## src/rtl/synchronous_reset_sequencer.sv

```systemverilog
// Staged reset release: STAGES active-high resets drop one by one after reset_in deasserts.
// Define RESET_SEQ_ACK_EN to add the stage_ack handshake before each following stage starts.
module synchronous_reset_sequencer #(
    parameter int LENGTH    = 7,
    parameter int STAGES    = 4,
    parameter int STAGE_GAP = 3
) (
    input  logic              clk,
    input  logic              reset_in,
`ifdef RESET_SEQ_ACK_EN
    input  logic [STAGES-1:0] stage_ack,
`endif
    output logic [STAGES-1:0] reset_out,
    output logic              sequence_done
);

    localparam int MAXC = (LENGTH > STAGE_GAP) ? LENGTH : STAGE_GAP;
    localparam int CW   = $clog2(MAXC + 1);
    localparam int KW   = (STAGES > 1) ? $clog2(STAGES) : 1;

    localparam logic [CW-1:0] LEN_LAST = CW'(LENGTH - 1);
    localparam logic [CW-1:0] GAP_LAST = CW'(STAGE_GAP - 1);
    localparam logic [KW-1:0] K_LAST   = KW'(STAGES - 1);

    typedef enum logic [1:0] {
        HOLD     = 2'd0,
        STAGGER  = 2'd1,
        WAIT_ACK = 2'd2,
        DONE     = 2'd3
    } state_t;

    // Every register is all-zero in the reset state (released mask instead of reset mask,
    // up-counter from zero), so zero-initialised flops start exactly as after a reset sample.
    state_t            state_q, state_d;
    logic [CW-1:0]     cnt_q, cnt_d;
    logic [KW-1:0]     k_q, k_d;
    logic [STAGES-1:0] rel_q, rel_d;
    logic              done_q, done_d;

    always_ff @(posedge clk) begin
        if (reset_in) begin
            state_q <= HOLD;
            cnt_q   <= '0;
            k_q     <= '0;
            rel_q   <= '0;
            done_q  <= 1'b0;
        end else begin
            state_q <= state_d;
            cnt_q   <= cnt_d;
            k_q     <= k_d;
            rel_q   <= rel_d;
            done_q  <= done_d;
        end
    end

    always_comb begin
        state_d = state_q;
        cnt_d   = cnt_q;
        k_d     = k_q;
        rel_d   = rel_q;
        done_d  = done_q;
        case (state_q)
            HOLD: begin
                if (cnt_q == LEN_LAST) begin
                    rel_d[0] = 1'b1;
                    cnt_d    = '0;
`ifdef RESET_SEQ_ACK_EN
                    k_d      = '0;
                    state_d  = WAIT_ACK;
`else
                    if (STAGES == 1) begin
                        done_d  = 1'b1;
                        state_d = DONE;
                    end else begin
                        k_d     = KW'(1);
                        state_d = STAGGER;
                    end
`endif
                end else begin
                    cnt_d = cnt_q + 1'b1;
                end
            end
            STAGGER: begin
                if (cnt_q == GAP_LAST) begin
                    rel_d[k_q] = 1'b1;
                    cnt_d      = '0;
`ifdef RESET_SEQ_ACK_EN
                    state_d    = WAIT_ACK;
`else
                    if (k_q == K_LAST) begin
                        done_d  = 1'b1;
                        state_d = DONE;
                    end else begin
                        k_d = k_q + 1'b1;
                    end
`endif
                end else begin
                    cnt_d = cnt_q + 1'b1;
                end
            end
`ifdef RESET_SEQ_ACK_EN
            // The acknowledge of stage k is a level, looked at only while waiting on stage k.
            WAIT_ACK: begin
                if (stage_ack[k_q]) begin
                    cnt_d = '0;
                    if (k_q == K_LAST) begin
                        done_d  = 1'b1;
                        state_d = DONE;
                    end else begin
                        k_d     = k_q + 1'b1;
                        state_d = STAGGER;
                    end
                end
            end
`endif
            DONE: begin
                state_d = DONE;
            end
            default: begin
                state_d = HOLD;
            end
        endcase
    end

    assign reset_out     = ~rel_q;
    assign sequence_done = done_q;

endmodule

```

## config.mk

```make
export PLATFORM = sky130hd
export DESIGN_NAME = synchronous_reset_sequencer
export DESIGN_NICKNAME = d
export VERILOG_FILES = /design/src/rtl/synchronous_reset_sequencer.sv
export SDC_FILE = /design/constraint.sdc
export NUM_CORES = 1
export LEC_CHECK = 0
export CORE_AREA = 2 2 39 41
export CTS_BUF_LIST = sky130_fd_sc_hd__clkbuf_2
export DETAILED_ROUTE_END_ITERATION = 10
export DIE_AREA = 0 0 41 43
export PLACE_DENSITY = 0.71
export SLEW_MARGIN = 40
export SYNTH_ARGS = -nofsm -noshare
export SYNTH_HDL_FRONTEND = slang
export SYNTH_SLANG_ARGS = --single-unit
```

## constraint.sdc

```tcl
create_clock -name clk -period 1.8 [get_ports clk]
set_clock_uncertainty 0.15 [all_clocks]
set_input_delay 0.54 -clock clk [delete_from_list [all_inputs] [get_ports clk]]
set_output_delay 0.54 -clock clk [all_outputs]
set_load 0.01 [all_outputs]
```

==> out/qor.json <==
{
  "worstSetupStartpointType": {"value": "register"},
  "max_slew.worst_pin.slew": {"value": 0.378, "unit": "ns"},
  "power-per-cell-area": {"value": 673, "unit": "nW/um^2"},
  "yosys_register_bits": {"value": 12},
  "cp_data_required_time": {"value": 1.11, "unit": "ns"},
  "whs_path_depth": {"value": 2},
  "grt_antenna_before_repair": {"value": 0},
  "power_leakage": {"value": 0.233, "unit": "nW"},
  "final_cells": {"value": 90},
  "dp.final_hpwl": {"value": 797, "unit": "microns"},
  "crit_path_cell_trace": {"value": "inv_1, dlygate4sd2_1"},
  "cap_viol_max_count": {"value": 0},
  "fp.coreArea": {"value": 1380, "unit": "sq um"},
  "timing.rr.start": {"value": "k_q[0]"},
  "cts.clk_slew.worst_paths": {"value": 0.13, "unit": "ns"},
  "min_period": {"value": 1.59, "unit": "ns"},
  "die-width": {"value": 41, "unit": "microns"},
  "run_status": {"value": "completed"},
  "routed-via-count": {"value": 481},
  "worst_setup_path_end_kind": {"value": "output port"},
  "synth.cell_area": {"value": 601, "unit": "sq um"},
  "min_delay_worst_endpoint": {"value": "sequence_done"},
  "final_design_area_no_fill": {"value": 686, "unit": "sq um"},
  "synth_cell_types": {"value": 27},
  "total_setup_violations_reported_at_the_end_of_the_flow": {"value": 0},
  "drv_slew": {"value": 0},
  "cts_made_buffers": {"value": 3},
  "reg2reg_to": {"value": "k_q[1]"},
  "grt_pass1_wl": {"value": 1.80, "unit": "mm"},
  "hp-start": {"value": "sequence_done"},
  "post_layout_nets": {"value": 81},
  "mappedNetlistNets": {"value": 71},
  "rr_worst_depth": {"value": 4},
  "timing.setup.tns": {"value": 0, "unit": "ns"},
  "fillCellCount": {"value": 155},
  "final_core_utilization": {"value": 49.5, "unit": "%"},
  "antenna_left": {"value": 0},
  "postCtsResizedCells": {"value": 5},
  "yosys_warns": {"value": 0},
  "port_buffers": {"value": 6},
  "report.final.hold_viol_count": {"value": 0},
  "wirelength": {"value": 1.07, "unit": "mm"},
  "fp.dieH": {"value": 43, "unit": "microns"},
  "path_max_fanout": {"value": 2},
  "syn_inst": {"value": 65},
  "post-cts-setup-buffers": {"value": 0},
  "groute.usage.overall": {"value": 14.8, "unit": "%"},
  "min-delay-path-class": {"value": "register to register"},
  "post_dp_cell_area": {"value": 673, "unit": "sq um"},
  "seq_area_frac_synth": {"value": 40.0, "unit": "%"},
  "cts.root.buffer_cell": {"value": "sky130_fd_sc_hd__clkbuf_2"},
  "diodes": {"value": 0},
  "timing.critical_path.slowest_cell_delay": {"value": 0.33, "unit": "ns"},
  "drive_gt1_share": {"value": 12.2, "unit": "%"},
  "tritoncts": {"value": "built"},
  "drc": {"value": 0},
  "flow.area_growth_from_synthesis": {"value": 14.2, "unit": "%"},
  "multiInputGateArea": {"value": 315, "unit": "sq um"},
  "floorplan.io_pins": {"value": 7},
  "detailedRoute.firstPassIterationCount": {"value": 4},
  "number_of_vias_per_cell": {"value": 5.34},
  "grt_max_degree": {"value": 16},
  "routed_wire_length_per_instance": {"value": 11.9, "unit": "microns"},
  "arrival": {"value": 0.90, "unit": "ns"},
  "start_util": {"value": 43.4, "unit": "%"},
  "grt_pass1_vias": {"value": 447},
  "slew_headroom": {"value": 74.8, "unit": "%"},
  "r2r_setup_slack": {"value": 0.27, "unit": "ns"},
  "timing.setup.critical_path_class": {"value": "register to output port"},
  "max-vdd-ir-drop": {"value": 0.000423, "unit": "V"},
  "cts_max_level": {"value": 1},
  "cts_hold_buf": {"value": 0},
  "floorplan.die_area": {"value": 1760, "unit": "sq um"},
  "gp_routability_congestion": {"value": 0.813},
  "register_area": {"value": 240, "unit": "sq um"},
  "clk_path_buf_depth": {"value": 2},
  "grt_setup_unrepaired": {"value": "false"},
  "drt-initial-drc-count": {"value": 2},
  "final_min_period_over_clock_period": {"value": 88.3, "unit": "%"},
  "dpl.cell_count": {"value": 86},
  "critical_path.slowest_cell": {"value": "sky130_fd_sc_hd__dfxtp_1"},
  "grt.overflow.total": {"value": 0},
  "clk_latency": {"value": 0.26, "unit": "ns"},
  "tritoncts_num_sinks": {"value": 12},
  "achievable-frequency": {"value": 629, "unit": "MHz"},
  "rows": {"value": 14},
  "syn_area_per_cell": {"value": 9.24, "unit": "sq um"}
}
synthesized netlist by cell type:
master | n | area (sq um)
sky130_fd_sc_hd__nor4_2 | 1 | 12.5
sky130_fd_sc_hd__ha_1 | 4 | 50.1
sky130_fd_sc_hd__nor3b_1 | 2 | 15.0
sky130_fd_sc_hd__o22ai_1 | 1 | 6.26
sky130_fd_sc_hd__nor2b_1 | 2 | 12.5
sky130_fd_sc_hd__dfxtp_1 | 12 | 240
sky130_fd_sc_hd__buf_6 | 1 | 11.3
sky130_fd_sc_hd__nand2b_1 | 2 | 12.5
sky130_fd_sc_hd__nor3b_4 | 1 | 18.8
sky130_fd_sc_hd__and4b_1 | 1 | 10.0
sky130_fd_sc_hd__o311ai_1 | 1 | 8.76
sky130_fd_sc_hd__nor2_1 | 2 | 7.51
sky130_fd_sc_hd__or4_1 | 1 | 7.51
sky130_fd_sc_hd__o21ai_0 | 2 | 10.0
sky130_fd_sc_hd__o2bb2ai_1 | 1 | 8.76
sky130_fd_sc_hd__inv_1 | 8 | 30.0
sky130_fd_sc_hd__nand3_1 | 3 | 15.0
sky130_fd_sc_hd__o31a_1 | 1 | 8.76
sky130_fd_sc_hd__nand4b_1 | 1 | 8.76
sky130_fd_sc_hd__clkbuf_1 | 1 | 3.75
sky130_fd_sc_hd__nand2_1 | 1 | 3.75
sky130_fd_sc_hd__nor2b_2 | 1 | 8.76
sky130_fd_sc_hd__nand3b_1 | 1 | 7.51
sky130_fd_sc_hd__and4bb_2 | 1 | 12.5
sky130_fd_sc_hd__a21oi_1 | 9 | 45.0
sky130_fd_sc_hd__a21bo_2 | 1 | 10.0
sky130_fd_sc_hd__nor3_1 | 3 | 15.0
kinds of logic (layout without fill, tap and decap cells):
kind of cell / after synthesis / count (layout) / synth area share, %
flip-flops: 12 / 12 / 40.0
AND/OR/NAND/NOR: 23 / 23 / 27.9
buffers and inverters: 10 / 19 / 7.50
adder cells (fa/ha/maj): 4 / 4 / 8.33
AO/OA/AOI/OAI: 16 / 16 / 16.3
where the power goes:
part | internal (mW) | total [mW] | leakage, nW | switching [mW]
Clock | 0.0483 | 0.137 | 0.0140 | 0.0887
Sequential | 0.272 | 0.283 | 0.0973 | 0.0109
Combinational | 0.0209 | 0.0415 | 0.122 | 0.0206
final cells by class:
class | count | share of cell area [%]
Sequential cell | 12 | 35.0
Multi-Input combinational cell | 43 | 46.0
Timing Repair Buffer | 7 | 8.94
Clock inverter | 1 | 0.547
Tap cell | 16 | 2.92
Clock buffer | 3 | 2.19
Inverter | 8 | 4.38
layer usage:
metal	up-vias	track usage [%]	routed length [microns]
li1	244	-	-
met1	231	20.0	519
met2	4	21.3	506
met3	2	3.14	21
met4	0	8.00	19
met5	-	0	0
how the worst max path moves through the flow:
| stage | slack (ns) | start | endpoint |
|---|---|---|---|
| final | 0.21 | rel_q[3] | reset_out[3] |
| after global routing | 0.14 | rel_q[0] | reset_out[0] |
| after CTS | 0.20 | rel_q[1] | reset_out[1] |
| after detailed placement | -0.02 | reset_in | k_q[1] |
| after floorplan | 0.45 | k_q[0] | k_q[1] |
| after global placement | 0.03 | reset_in | k_q[1] |
worst max-delay path, delay by kind of cell, from the launching register on:
kind	cells	cell delay [ns]
flops	1	0.33
buf+inv	2	0.31
flip-flops by register name (all words and copies together) (netlist names):
signal         count
rel_q              4
state_q            2
cnt_q              3
sequence_done      1
k_q                2
placed cells by master, fill, tap and decap left out, types with 2 or more instances in the layout:
cell	instances
sky130_fd_sc_hd__ha_1	4
sky130_fd_sc_hd__nand3_1	3
sky130_fd_sc_hd__nor2_1	2
sky130_fd_sc_hd__o21ai_0	2
sky130_fd_sc_hd__nor3b_1	2
sky130_fd_sc_hd__nor2b_1	2
sky130_fd_sc_hd__dfxtp_1	12
sky130_fd_sc_hd__a21oi_1	9
sky130_fd_sc_hd__inv_1	8
sky130_fd_sc_hd__nand2b_1	2
sky130_fd_sc_hd__nor3_1	3
sky130_fd_sc_hd__clkbuf_2	3
sky130_fd_sc_hd__dlygate4sd2_1	5
per-stage QoR:
step / total power, mW / hold slack [ns] / setup WS (ns)
2_1_floorplan: 0.321 / 0.320 / 0.448
3_3_place_gp: 0.329 / 0.285 / 0.0343
3_5_place_dp: 0.331 / 0.296 / -0.0227
5_1_grt: 0.488 / 0.339 / 0.138
4_1_cts: 0.464 / 0.312 / 0.196
6_report: 0.461 / 0.305 / 0.211
(Power assumes the default switching activity.)
